===== src/rtl/ahb_lite_manager.sv =====
// AHB-Lite manager: turns local commands into pipelined SINGLE / INCRx / WRAPx transfers.
// Build option AHB_MGR_ERR_CONTINUE_EN: keep issuing the remaining burst beats after ERROR.
module ahb_lite_manager #(
  parameter int unsigned ADDR_WIDTH = 32,
  parameter int unsigned DATA_WIDTH = 32
) (
  input  logic                  HCLK,
  input  logic                  HRESETn,
  input  logic                  cmd_valid,
  output logic                  cmd_ready,
  input  logic                  cmd_write,
  input  logic [ADDR_WIDTH-1:0] cmd_addr,
  input  logic [2:0]            cmd_size,
  input  logic [2:0]            cmd_burst,
  input  logic [DATA_WIDTH-1:0] wr_data,
  output logic                  wr_data_pop,
  output logic [DATA_WIDTH-1:0] rd_data,
  output logic                  rd_valid,
  output logic                  done,
  output logic                  err,
  output logic [ADDR_WIDTH-1:0] HADDR,
  output logic [1:0]            HTRANS,
  output logic                  HWRITE,
  output logic [2:0]            HSIZE,
  output logic [2:0]            HBURST,
  output logic [DATA_WIDTH-1:0] HWDATA,
  input  logic [DATA_WIDTH-1:0] HRDATA,
  input  logic                  HREADY,
  input  logic [1:0]            HRESP
);

  localparam logic [1:0] TransIdle   = 2'b00;
  localparam logic [1:0] TransNonseq = 2'b10;
  localparam logic [1:0] TransSeq    = 2'b11;
  localparam logic [ADDR_WIDTH-1:0] AddrOne = ADDR_WIDTH'(1);

  typedef enum logic [1:0] {StIdle, StXfer, StDrain, StErr2} state_e;

  function automatic logic [4:0] burst_beats(input logic [2:0] burst);
    case (burst[2:1])
      2'b01:   burst_beats = 5'd4;
      2'b10:   burst_beats = 5'd8;
      2'b11:   burst_beats = 5'd16;
      default: burst_beats = 5'd1;
    endcase
  endfunction

  state_e                  state_q, state_d;
  logic [ADDR_WIDTH-1:0]   haddr_q, haddr_d;
  logic [1:0]              htrans_q, htrans_d;
  logic                    hwrite_q, hwrite_d;
  logic [2:0]              hsize_q, hsize_d;
  logic [2:0]              hburst_q, hburst_d;
  logic [DATA_WIDTH-1:0]   hwdata_q, hwdata_d;
  logic [DATA_WIDTH-1:0]   rd_data_q, rd_data_d;
  logic                    rd_valid_q, rd_valid_d;
  logic                    done_q, done_d;
  logic                    err_q, err_d;
  logic [3:0]              beats_left_q, beats_left_d;
  logic                    err_flag_q, err_flag_d;
  logic                    dphase_q, dphase_d;
  logic                    dphase_write_q, dphase_write_d;

  logic                    dphase_err, cancel, addr_done, rd_ok, is_wrap;
  logic [ADDR_WIDTH-1:0]   size_bytes, wrap_mask, incr_addr, next_addr;

  assign dphase_err = dphase_q && (HRESP == 2'b01);
`ifdef AHB_MGR_ERR_CONTINUE_EN
  assign cancel = 1'b0;
`else
  assign cancel = dphase_err;
`endif
  // A cancelling ERROR also blocks an address phase that would complete alongside it.
  assign addr_done = HREADY && htrans_q[1] && !cancel;
  assign rd_ok     = dphase_q && !dphase_write_q && HREADY && (HRESP == 2'b00) &&
                     (state_q != StErr2);

  assign size_bytes = AddrOne << hsize_q;
  assign wrap_mask  = (ADDR_WIDTH'(burst_beats(hburst_q)) << hsize_q) - AddrOne;
  assign incr_addr  = haddr_q + size_bytes;
  assign is_wrap    = !hburst_q[0] && (hburst_q != 3'b000);
  assign next_addr  = is_wrap ? ((haddr_q & ~wrap_mask) | (incr_addr & wrap_mask)) : incr_addr;

  always_comb begin
    state_d        = state_q;
    haddr_d        = haddr_q;
    htrans_d       = htrans_q;
    hwrite_d       = hwrite_q;
    hsize_d        = hsize_q;
    hburst_d       = hburst_q;
    hwdata_d       = hwdata_q;
    rd_data_d      = rd_data_q;
    rd_valid_d     = 1'b0;
    done_d         = 1'b0;
    err_d          = 1'b0;
    beats_left_d   = beats_left_q;
    err_flag_d     = err_flag_q | dphase_err;
    dphase_d       = dphase_q;
    dphase_write_d = dphase_write_q;

    if (addr_done) begin
      dphase_d       = 1'b1;
      dphase_write_d = hwrite_q;
    end else if (HREADY) begin
      dphase_d = 1'b0;
    end
    if (addr_done && hwrite_q) hwdata_d = wr_data;
    if (rd_ok) begin
      rd_valid_d = 1'b1;
      rd_data_d  = HRDATA;
    end

    case (state_q)
      StIdle: begin
        if (cmd_valid) begin
          htrans_d     = TransNonseq;
          haddr_d      = cmd_addr & ~((AddrOne << cmd_size) - AddrOne);
          hwrite_d     = cmd_write;
          hsize_d      = cmd_size;
          hburst_d     = (cmd_burst == 3'b001) ? 3'b000 : cmd_burst;
          beats_left_d = 4'(burst_beats(cmd_burst) - 5'd1);
          err_flag_d   = 1'b0;
          state_d      = StXfer;
        end
      end
      StXfer: begin
        if (cancel) begin
          htrans_d     = TransIdle;
          beats_left_d = '0;
          if (HREADY) begin
            done_d  = 1'b1;
            err_d   = 1'b1;
            state_d = StIdle;
          end else begin
            state_d = StErr2;
          end
        end else if (addr_done) begin
          if (beats_left_q != 4'd0) begin
            htrans_d     = TransSeq;
            haddr_d      = next_addr;
            beats_left_d = beats_left_q - 4'd1;
          end else begin
            htrans_d = TransIdle;
            state_d  = StDrain;
          end
        end
      end
      StDrain: begin
        if (HREADY) begin
          done_d  = 1'b1;
          err_d   = err_flag_q | dphase_err;
          state_d = StIdle;
        end else if (cancel) begin
          state_d = StErr2;
        end
      end
      StErr2: begin
        if (HREADY) begin
          done_d  = 1'b1;
          err_d   = 1'b1;
          state_d = StIdle;
        end
      end
      default: state_d = StIdle;
    endcase
  end

  always_ff @(posedge HCLK or negedge HRESETn) begin
    if (!HRESETn) begin
      state_q        <= StIdle;
      haddr_q        <= '0;
      htrans_q       <= TransIdle;
      hwrite_q       <= 1'b0;
      hsize_q        <= 3'b000;
      hburst_q       <= 3'b000;
      hwdata_q       <= '0;
      rd_data_q      <= '0;
      rd_valid_q     <= 1'b0;
      done_q         <= 1'b0;
      err_q          <= 1'b0;
      beats_left_q   <= '0;
      err_flag_q     <= 1'b0;
      dphase_q       <= 1'b0;
      dphase_write_q <= 1'b0;
    end else begin
      state_q        <= state_d;
      haddr_q        <= haddr_d;
      htrans_q       <= htrans_d;
      hwrite_q       <= hwrite_d;
      hsize_q        <= hsize_d;
      hburst_q       <= hburst_d;
      hwdata_q       <= hwdata_d;
      rd_data_q      <= rd_data_d;
      rd_valid_q     <= rd_valid_d;
      done_q         <= done_d;
      err_q          <= err_d;
      beats_left_q   <= beats_left_d;
      err_flag_q     <= err_flag_d;
      dphase_q       <= dphase_d;
      dphase_write_q <= dphase_write_d;
    end
  end

  assign cmd_ready   = (state_q == StIdle);
  assign wr_data_pop = addr_done && hwrite_q;
  assign rd_data     = rd_data_q;
  assign rd_valid    = rd_valid_q;
  assign done        = done_q;
  assign err         = err_q;
  assign HADDR       = haddr_q;
  assign HTRANS      = htrans_q;
  assign HWRITE      = hwrite_q;
  assign HSIZE       = hsize_q;
  assign HBURST      = hburst_q;
  assign HWDATA      = hwdata_q;

endmodule


===== config.mk =====
export PLATFORM = sky130hd
export DESIGN_NAME = ahb_lite_manager
export DESIGN_NICKNAME = d
export VERILOG_FILES = /design/src/rtl/ahb_lite_manager.sv
export SDC_FILE = /design/constraint.sdc
export NUM_CORES = 1
export LEC_CHECK = 0
export ABC_AREA = 1
export BUFFER_PORTS_ARGS = -buffer_cell sky130_fd_sc_hd__buf_2
export CORE_MARGIN = 2
export CORE_UTILIZATION = 50
export DETAILED_ROUTE_END_ITERATION = 8
export PLACE_DENSITY = 0.78
export SLEW_MARGIN = 10
export SYNTH_ARGS = -nofsm -noshare
export SYNTH_HDL_FRONTEND = slang
export SYNTH_SLANG_ARGS = --single-unit

===== constraint.sdc =====
create_clock -name HCLK -period 2.8 [get_ports HCLK]
set_input_delay 0.7 -clock HCLK [delete_from_list [all_inputs] [get_ports HCLK]]
set_output_delay 0.7 -clock HCLK [all_outputs]
set_load 0.05 [all_outputs]

Yosys cells after proc, flatten, opt, wreduce, memory -nomap -nowiden
Cells that the tools add are included.

Eq/ne operators: 21. Add/subtract/negate cells: 5. Bitwise logic cells: 7. Multiplexer cells: 40. Div/mod/pow operators: 0. Shifts and indexed selects: 3. $mul: 0. Magnitude comparators: 0. Reduce and logical (&&, ||, !) cells: 24.

Operators by type and width (number): 32-bit 2-to-1 mux (5); 32-bit bitwise AND (3); 32-bit inverter (2); 32-bit case mux with 2 select lines (1); 1-bit by 3-bit left shift with 32-bit output, first input constant (2); 32-bit by 1-bit subtractor with 32-bit output, second input constant (2); 32-bit adder (1); 32-bit bitwise OR (1); 5-bit by 3-bit left shift with 32-bit output (1); 2-bit 2-to-1 mux (12); 4-bit 2-to-1 mux (6); 5-bit case mux with 3 select lines (1); 2-bit equality test, second input constant (6); 2-bit inequality test, second input constant (6); 3-bit inequality test, second input constant (4); 4-bit case mux with 3 select lines (1); 5-bit AND reduction (2); 1-bit logical AND (9); 2-bit by 1-bit equality test with 1-bit output, second input constant (4); 1-bit 2-to-1 mux (8); 2-bit case mux with 4 select lines (1); 4-bit case mux with 2 select lines (1); 4-bit by 1-bit subtractor with 4-bit output, second input constant (2); 2-bit logical NOT (2); 14 further kinds (17).

Memories: 0. Output and inout port bits: 110. Latch bits: 0. Bits in registers: 117. Bits of input ports: 109. Bits in read-only memories: 0. RAM bits: 0.

Longest topological paths before layout
Gate-level depths: netlist of the first run.

Depth in word-level cells: 12. Depth in mapped cells: 19. Gate-level depth less buffers: 18.

Worst setup path after synthesis of the first run
OpenSTA, ideal clock, no wires.

Path kind: flip-flop to flip-flop. Start: reg hsize_q[0], in the netlist HSIZE[0]. End: reg (tool-made name). Data required time: 2.684 ns. Data arrival time: 2.620 ns. Slack: 0.064 ns. Period minus slack after synthesis: 2.736 ns. Library setup time: 0.116 ns. Cell stages (with the launch flop): 16. Path through: dfrtp_1 > buf_2 > nor2_1 > inv_1 > nor2_1 > ha_1 > fa_1 > nand3_1 > nand2_1 > a21boi_0 > o21ai_0 > xor2_1 > nand3_1 > nand2_1 > nand2_1 > nand2_1.

RTL lines: from (decl) (line 52) `logic [2:0] hsize_q, hsize_d;`; from (signal assigned) (line 190) `hsize_q <= hsize_d;`.

==> results of run 1 <==
-- critical path: stages (launching register included) --
cell	delay (ps)
dfrtp_2	460
inv_2	150
nor2_1	60
inv_1	80
nor2_1	50
ha_1	350
nand2_1	100
o21a_1	190
nand2_1	120
nand2_1	70
nand2_1	100
nand2_1	80
inv_1	170
nand2_1	100
o21ai_0	150
nand3_1	90
nand2_1	70
inv_1	30
-- worst min-delay path by stage --
| stage | endpoint | slack (ps) | start |
|---|---|---|---|
| after floorplan | HBURST[0]$_DFFE_PN0P_ | 400 | HRESETn |
| after global placement | rd_data[10]$_DFFE_PN0P_ | 460 | rd_data[10]$_DFFE_PN0P_ |
| after detailed placement | HWDATA[27]$_DFFE_PN0P_ | 460 | HWDATA[27]$_DFFE_PN0P_ |
| after CTS | HWDATA[31]$_DFFE_PN0P_ | 350 | HRESETn |
| after global routing | asynchronous set/reset pin | 370 | HRESETn |
| final | asynchronous set/reset pin | 330 | HRESETn |
-- cell type report --
| cell class | count | area (um^2) | area share |
|---|---|---|---|
| Inverter | 93 | 349 | 0.0406 |
| Timing Repair Buffer | 239 | 1260 | 0.147 |
| Clock buffer | 21 | 450 | 0.0523 |
| Antenna cell | 2 | 5.00 | 0.000581 |
| Tap cell | 176 | 220 | 0.0256 |
| Clock inverter | 11 | 153 | 0.0177 |
| Sequential cell | 117 | 2930 | 0.340 |
| Multi-Input combinational cell | 676 | 3240 | 0.376 |
-- routing by layer --
metal | share of wire | global-route usage
met1 | 0.42 | 0.356
met2 | 0.48 | 0.447
met3 | 0.084 | 0.0752
met4 | 0.022 | 0.101
met5 | 0 | 0
-- logic make-up after synthesis --
kind of cell,count (synthesis),synth area share
buffers and inverters,122,0.0728
AND/OR/NAND/NOR,519,0.325
flip-flops,117,0.441
XOR/XNOR,21,0.0277
AO/OA/AOI/OAI,122,0.105
adder cells (fa/ha/maj),14,0.0275
-- through the flow --
step | hold slack (ps) | total power, uW | worst slack (ps) | std cells | instance area, um^2
CTS | 346 | 12700 | 96.5 | 1330 | 8570
global placement | 458 | 10300 | 214 | 1298 | 7960
finish | 328 | 12700 | 267 | 1335 | 8610
detailed placement | 460 | 10400 | 119 | 1298 | 7960
global route | 373 | 13500 | 10.7 | 1335 | 8610
floorplan | 404 | 8590 | 63.6 | 915 | 6640
-- power groups by stage --
stage	Clock, uW	Combinational, uW	Sequential (uW)
finish	2220	7280	3170
global route	2320	7940	3270
CTS	2250	7270	3150
detailed placement	0	7260	3140
global placement	0	7160	3150
floorplan	0	3110	5480
-- synthesized netlist by cell type, types with 6 or more instances --
cell,instances,share of area
nand2_1,370,0.21
dfrtp_1,117,0.44
inv_1,85,0.048
nand3_1,57,0.043
nor2_1,53,0.030
o21ai_0,49,0.037
a21oi_1,30,0.023
clkbuf_1,19,0.011
xor2_1,17,0.022
ha_1,13,0.025
a31oi_1,10,0.0094
nor3_1,10,0.0075
inv_2,8,0.0045
nand4_1,7,0.0066
nor4_1,6,0.0057
-- repair_timing --
action,4_1_cts,5_1_grt
setup endpoints to repair,0,18
gates resized for setup,0,5
setup buffers,0,3
==> out/metrics.yaml, run 1 <==
outcome:
  outcome: "finished clean"
cells_and_area:
  fill_cells: 1185
  final_nets: 1267
  layout_commonest_cell: "nand2_1"
  syn2layout_area_growth_pct: 29.7
  layout_common_cells: "nand2_1 (370), buf_2 (217), dfrtp_1 (116), inv_1 (84), nand3_1 (57)"
  final_core_util: 0.658
  layout-drive-gt1-share: 0.255
cts:
  root_buffer: "clkbuf_16"
  cts_tree: "done"
  clk_latency_ps: 420
  cts_hold_buf: 0
  cts.sinks: 117
  clk_path_buf_depth: 2
  cts.clk_slew.worst_paths_ps: 50
  cts_buffers: 17
  htreeDepth: 4
placed_design:
  routabilityCongestion: 0.949
  port_buffers: 218
  hpwl_mm: 14.3
timing:
  finalHoldViolations: 0
  max_freq_mhz: 395
  final.setup.tns_ps: 0
  period_needed_ps: 2530
  fin_worst_skew_ps: 11.4
  setup_violations: 0
  worst_pin_slew_ps: 664
  period_share: 0.905
  finalMaxSlewViolations: 0
  rsz0062_at_grt: "no"
  slew_headroom: 0.557
floorplanning:
  die_x_um: 119
  die-area_um2: 14200
  ios: 219
  core.rowCount: 42
  start_util: 0.507
  core_region_area_um2: 13100
  die_y_um: 119
worst_setup_path:
  r2r_setup_slack_ps: 270
  endpoint_kind: "flip-flop"
  cp.required_ps: 3110
  critPathLaunch: "HSIZE[0]$_DFFE_PN0P_"
  regToRegStartpoint: "HSIZE[0]$_DFFE_PN0P_"
  reg2reg_depth: 17
  crit_path_start_kind: "flip-flop"
  path_class: "reg2reg"
  crit_fanout: 10
  worstPathArrival_ps: 2840
synthesis:
  ys_warn_count: 0
  avgSynthCellArea_um2: 7.25
  ys_seq_elements: 117
  netlist-cell-type-count: 45
  synth_edf_count: 0
  ys_seq_area_frac: 0.441
  netlist_instances: 915
  synth-main-ff-cell: "dfrtp_1"
  synth.cell_area_um2: 6640
  async_flop_share: 1.00
  syn_nets: 1038
pwr:
  pwr_density_cell_nw_per_um2: 1470
  swShare: 0.542
  leakage_uw: 0.00482
  vdd_drop_max_mv: 0.903
  pwr-share-clk: 0.175
  intPower_uw: 5800
  combPwrFrac: 0.574
  power_frac_seq: 0.250
  p_sw_uw: 6870
detailed_routing:
  first_pass_iters: 5
  post_drt_via_cell_ratio: 5.13
  ant_nets: 0
  dr.first_iter.drc_count: 491
  drt_drc_violations_left: 0
  drt-total-wl_mm: 19.2
  avgRoutedWirePerCell_um: 14.4
  vias: 6845
global_route:
  grt_start_max_net_pins: 50
  antenna_found_initial: 3
  grt_usage: 0.276
  grt_pass1_vias: 6540
  grt-ovfl-total: 0
  grt_pass1_wl_mm: 31.1
min_path:
  hold_path_class: "in2async"
flow_run:
  cap_violations: 0
Note: power is estimated with default switching activity, not from simulation.
==> run 2: changes to the inputs <==
--- a/config.mk
+++ b/config.mk
@@ -11,7 +11,7 @@
 export CORE_UTILIZATION = 50
 export DETAILED_ROUTE_END_ITERATION = 8
 export PLACE_DENSITY = 0.78
-export SLEW_MARGIN = 10
+export SLEW_MARGIN = 15
 export SYNTH_ARGS = -nofsm -noshare
 export SYNTH_HDL_FRONTEND = slang
 export SYNTH_SLANG_ARGS = --single-unit
==> constraint.sdc (replaced) <==
create_clock -name HCLK -period 2.6 [get_ports HCLK]
set_input_delay 0.65 -clock HCLK [delete_from_list [all_inputs] [get_ports HCLK]]
set_output_delay 0.65 -clock HCLK [all_outputs]
set_load 0.05 [all_outputs]
==> run 2 against run 1 <==
Effect of this change:
- register-to-register slack got worse by 160 ps
- via count increased by 0.47%
- global-route usage increased by 0.12 points
- cell area increased by 0.60%
- clock skew decreased by 4.3 ps
==> out/metrics.yaml, run 2 (synthesis results as in run 1) <==
outcome:
  outcome: "finished clean"
worst_setup_path:
  critPathSlowestCell: "dfrtp_2"
  crit_path_start_kind: "flip-flop"
  crit_buf_inv: 1  # -3
  crit_fanout: 8  # -2
  cp_top_family: "compound AO/OA/AOI/OAI gates"
  cpPeakStageDelay_ps: 430  # -30 ps
  endpoint_kind: "flip-flop"
  crit_path_cell_trace: "nor2_1, inv_1, nor2_2, ha_2, fa_1, nand3_1, nand2_1, a21boi_0, o21ai_1, a31oi_1, nor2_1, nand2_1, nand2_1, nand2_1, nand2_1"
  path_class: "reg2reg"
  cp.required_ps: 2910  # -200 ps
  path_common_cell: "nand2_1"
  worstPathArrival_ps: 2800  # -40 ps
min_path:
  hold_path_class: "in2async"
global_route:
  grt_start_max_net_pins: 46  # -8.0%
  grt_pass1_vias: 6502  # -0.58%
  antenna_found_initial: 0  # -3
  grt-ovfl-total: 0  # unchanged
  grt_pass1_wl_mm: 31.4  # +1.1%
  grt_usage: 0.277  # +0.00121
detailed_routing:
  first_pass_iters: 5  # unchanged
  wl_met2_mm: 9.19  # +0.48%
  dr.max_layer_used: "met4"
  drt_drc_violations_left: 0  # unchanged
  wl_met3_mm: 1.64  # +1.7%
  post_drt_via_cell_ratio: 5.14  # +0.32%
  avgRoutedWirePerCell_um: 14.3  # -0.61%
  drt-total-wl_mm: 19.1  # -0.46%
  ant_nets: 0  # unchanged
  dr.first_iter.drc_count: 532  # +8.4%
  vias: 6877  # +0.47%
  wl_met1_mm: 7.98  # -0.88%
cells_and_area:
  layout-drive-gt1-share: 0.267  # +0.0120
  fill_cells: 1158  # -2.3%
  syn2layout_area_growth_pct: 30.5
  fin_cells: 1337  # +0.15%
  antennaDiodeCount: 0  # -2
  final_nets: 1271  # +0.32%
  layout_commonest_cell: "nand2_1"
  final_core_util: 0.662  # +0.00392
  layout_common_cells: "nand2_1 (368), buf_2 (217), dfrtp_1 (114), inv_1 (84), nand3_1 (57)"
  regArea_um2: 2930  # about the same
  multiInputGateArea_um2: 3260  # +0.62%
placed_design:
  hpwl_mm: 14.2  # -1.1%
  port_buffers: 218  # unchanged
  routabilityCongestion: 0.933  # -1.7%
  dp_cells: 1302  # +0.31%
timing:
  finalMaxSlewViolations: 0  # unchanged
  slew_headroom: 0.620  # +0.0623
  period_share: 0.958  # +0.0529
  worst_pin_slew_ps: 571  # -93.4 ps
  max_freq_mhz: 402  # +1.7%
  setup_violations: 0  # unchanged
  period_needed_ps: 2490  # -43.4 ps
  final.setup.tns_ps: 0  # unchanged
  fin_worst_skew_ps: 7.04  # -4.32 ps
  finalHoldViolations: 0  # unchanged
floorplanning:
  ios: 219  # unchanged
  die_y_um: 119  # unchanged
  core_region_area_um2: 13100  # unchanged
  die-area_um2: 14200  # unchanged
  core.rowCount: 42  # unchanged
  start_util: 0.507  # unchanged
  die_x_um: 119  # unchanged
cts:
  cts_hold_buf: 0  # unchanged
  cts_tree: "done"
  htreeDepth: 4  # unchanged
  cts.clk_slew.worst_paths_ps: 60  # about the same
  clk_path_buf_depth: 2  # unchanged
  cts.sinks: 117  # unchanged
  root_buffer: "clkbuf_16"
  cts_buffers: 17  # unchanged
  clk_latency_ps: 420  # about the same
pwr:
  pwr_density_cell_nw_per_um2: 1590  # +7.9%
  power_uw: 13800  # +8.6%
  vdd_drop_max_mv: 1.01  # +12%
  leakage_uw: 0.00484  # +0.26%
flow_run:
  cap_violations: 0  # unchanged
## run 2: where the power goes
part / internal (uW) / total [uW] / switching, uW / leakage, uW
registers: 2670 / 3410 / 738 / 0.00145
logic: 2110 / 7940 / 5830 / 0.00310
clock network: 1510 / 2410 / 898 / 0.000283
## run 2: area by class of cell
type | instances | share of cell area
Inverter | 93 | 0.0403
Multi-Input combinational cell | 676 | 0.376
Sequential cell | 117 | 0.339
Tap cell | 176 | 0.0254
Clock buffer | 18 | 0.0496
Timing Repair Buffer | 243 | 0.149
Clock inverter | 14 | 0.0205
## run 2: routing by layer
layer,track usage,vias up
li1,-,3399
met1,0.357,3152
met2,0.453,295
met3,0.0752,31
met4,0.0938,0
met5,0,-
## run 2: path summary, 6_finish.rpt
check / from / depth (start not counted) / slack (ps) / end
worst min-delay path: HRESETn / 1 / 220 / asynchronous set/reset pin
worst max-delay path: HSIZE[0]$_DFFE_PN0P_ / 15 / 110 / flip-flop
max in group asynchronous: HRESETn / 2 / 1660 / HSIZE[0]$_DFFE_PN0P_
min in group HCLK: wr_data[20] / 3 / 420 / HWDATA[20]$_DFFE_PN0P_
worst max register to register: HSIZE[0]$_DFFE_PN0P_ / 15 / 110 / flip-flop
worst min register to register: rd_data[18]$_DFFE_PN0P_ / 2 / 470 / rd_data[18]$_DFFE_PN0P_
## run 2: per-stage QoR
stage | setup slack [ps] | hold slack [ps] | instance area [um^2]
final | 110 | 225 | 8660
after detailed placement | 60.6 | 459 | 8000
after CTS | 5.22 | 230 | 8600
after global routing | -72.0 | 249 | 8660
after floorplan | 18.3 | 354 | 6640
after global placement | 158 | 457 | 8000
## run 2: repair_timing
action                     4_1_cts  5_1_grt
buffers inserted                 0        3
setup endpoints to repair        0       20
gates resized for setup          0       15
==> run 3: changes to the inputs <==
--- a/config.mk
+++ b/config.mk
@@ -7,9 +7,9 @@
 export LEC_CHECK = 0
 export ABC_AREA = 1
 export BUFFER_PORTS_ARGS = -buffer_cell sky130_fd_sc_hd__buf_2
-export CORE_MARGIN = 2
 export CORE_UTILIZATION = 50
 export DETAILED_ROUTE_END_ITERATION = 8
+export GPL_TIMING_DRIVEN = 1
 export PLACE_DENSITY = 0.78
 export SLEW_MARGIN = 15
 export SYNTH_ARGS = -nofsm -noshare
==> run 3 against run 2 <==
Effect of this change:
- die area is 3.3% lower
- core utilization grew 1.9 points
- hold slack got worse by 100 ps
- sequential cell count unchanged
- count of clock-buffer cells in the layout did not move
- clock power up 4%
- critical path type unchanged
- largest power group unchanged
==> out/metrics.yaml, run 3 (synthesis results as in run 1) <==
worst_setup_path:
  path_common_cell: "nand2_1"
  crit_path_cell_trace: "nor2_2, inv_1, nor2_1, ha_2, fa_2, nand3_1, nand2_1, inv_1, o21ai_4, nand2_1, nor2_2, nand2_1, xor2_1, nand2_1, a21boi_2"
  crit_fanout: 8  # unchanged
  critPathSlowestCell: "dfrtp_2"
  cp.required_ps: 2940  # +30 ps
  endpoint_kind: "flip-flop"
  path_class: "reg2reg"
  crit_path_start_kind: "flip-flop"
  cpPeakStageDelay_ps: 460  # +30 ps
  worstPathArrival_ps: 2810  # about the same
cells_and_area:
  fill_cells: 1077  # -7.0%
  antennaDiodeCount: 0  # unchanged
  layout_commonest_cell: "nand2_1"
  final_nets: 1272  # +0.079%
  layout-drive-gt1-share: 0.270  # +0.00321
  syn2layout_area_growth_pct: 31.1
  regArea_um2: 2930  # unchanged
  layout_common_cells: "nand2_1 (369), buf_2 (217), dfrtp_1 (114), inv_1 (84), nand3_1 (57)"
  multiInputGateArea_um2: 3260  # +0.19%
  fin_area_um2: 8700  # +0.48%
detailed_routing:
  vias: 6884  # +0.10%
  post_drt_via_cell_ratio: 5.16  # +0.33%
  drt_drc_violations_left: 0  # unchanged
  drt-total-wl_mm: 19.1  # about the same
  first_pass_iters: 7  # +2
  dr.first_iter.drc_count: 598  # +12%
  ant_nets: 0  # unchanged
  avgRoutedWirePerCell_um: 14.4  # +0.26%
timing:
  finalMaxSlewViolations: 0  # unchanged
  rsz0062_at_grt: "yes"
  period_needed_ps: 2470  # -22.4 ps
  setup_violations: 0  # unchanged
  max_freq_mhz: 405  # +0.91%
  slew_headroom: 0.602  # -0.0181
  worst_hold_slack_ps: 123  # -102 ps
  worst_pin_slew_ps: 597  # +26.5 ps
  fin_ws_ps: 133  # +22.4 ps
  fin_worst_skew_ps: 8.74  # +1.70 ps
  finalHoldViolations: 0  # unchanged
  period_share: 0.949  # -0.00860
pwr:
  leakage_uw: 0.00487  # +0.68%
  vdd_drop_max_mv: 1.02  # +1.3%
  pwr_density_cell_nw_per_um2: 1600  # +0.56%
global_route:
  grt-ovfl-total: 0  # unchanged
  grt_pass1_vias: 6410  # -1.4%
  grt_pass1_wl_mm: 30.5  # -2.7%
  grt_usage: 0.293  # +0.0160
  antenna_found_initial: 0  # unchanged
  grt_start_max_net_pins: 78  # +70%
cts:
  cts_tree: "done"
  clk_latency_ps: 420  # about the same
  cts.clk_slew.worst_paths_ps: 60  # about the same
  cts.sinks: 117  # unchanged
  htreeDepth: 4  # unchanged
  cts_buffers: 17  # unchanged
  clk_path_buf_depth: 2  # unchanged
  root_buffer: "clkbuf_16"
  cts_hold_buf: 0  # unchanged
placed_design:
  place_area_um2: 7990  # -0.16%
  hpwl_mm: 14.0  # -1.7%
  port_buffers: 218  # unchanged
  pre_cts_slack_ps: 66.0  # +5.36 ps
  routabilityCongestion: 0.940  # +0.71%
floorplanning:
  die_x_um: 117  # -1.7%
  ios: 219  # unchanged
  start_util: 0.520  # +0.0124
  core.rowCount: 41  # -2.4%
  core_region_area_um2: 12800  # -2.4%
  die-area_um2: 13700  # -3.3%
  die_y_um: 117  # -1.7%
outcome:
  outcome: "finished clean"
flow_run:
  cap_violations: 0  # unchanged
min_path:
  hold_path_class: "in2async"
## run 3: cell count changes in the layout (fill, tap and decap cells not counted), sizes merged
| cell | delta |
|---|---|
| bufinv | +1 |
| inv | +2 |
| clkinv | -1 |
| clkinvlp | -2 |
| buf | +1 |
## run 3: metrics by stage
stage | power, uW | utilization | setup TNS (ps) | cells
floorplan | 9260 | - | 0 | 915
global placement | 11200 | 0.625 | 0 | 1297
detailed placement | 11200 | 0.625 | 0 | 1297
CTS | 13800 | 0.675 | 0 | 1329
global route | 14800 | 0.681 | -251 | 1334
finish | 13900 | 0.681 | 0 | 1334
## run 3: path summary, 6_finish.rpt
path                       cells after the start               startpoint  slack (ps)                    endpoint
setup / recovery                              15     HSIZE[0]$_DFFE_PN0P_         130                   flip-flop
setup reg to reg                              15     HSIZE[0]$_DFFE_PN0P_         130                   flip-flop
hold reg to reg                                2  rd_data[14]$_DFFE_PN0P_         470     rd_data[14]$_DFFE_PN0P_
max in group asynchronous                      2                  HRESETn        1780  asynchronous set/reset pin
min in group HCLK                              3               wr_data[3]         420       HWDATA[3]$_DFFE_PN0P_
hold / removal                                 1                  HRESETn         120       HBURST[1]$_DFFE_PN0P_
## run 3: cell type report
cell class | instances | share of cell area
sequential | 117 | 0.337
clock inverter | 14 | 0.0227
clock buffer | 18 | 0.0505
inverter | 93 | 0.0404
multi-input combinational | 676 | 0.375
tap | 172 | 0.0247
timing repair buffer | 244 | 0.150
## run 3: repair_timing
item                                    4_1_cts  5_1_grt
endpoints found under the setup margin        0       18
setup buffers                                 0        5
resized for setup                             0       17
## run 3: critical path: cells and delay by family, from the launching register on
family                     cells  cell delay [ps]
xor gates and xnor gates       1              130
adders and majority gates      2              430
buffers and inverters          2              160
and+or+nand+nor                8              860
AOI/OAI and AO/OA              2              340
DFF                            1              460
## run 3: report_power, final
part           switching (uW)  internal, uW  total, uW
Combinational            5850          2120       7970
Clock                     875          1640       2510
Sequential                747          2670       3420
## run 3: per-layer routing
layer / GRT usage / vias to the layer above / part of all wire
met4: 0.132 / 0 / 0.018
met5: 0 / - / 0
li1: - / 3395 / -
met1: 0.374 / 3172 / 0.42
met3: 0.0742 / 27 / 0.076
met2: 0.471 / 290 / 0.48
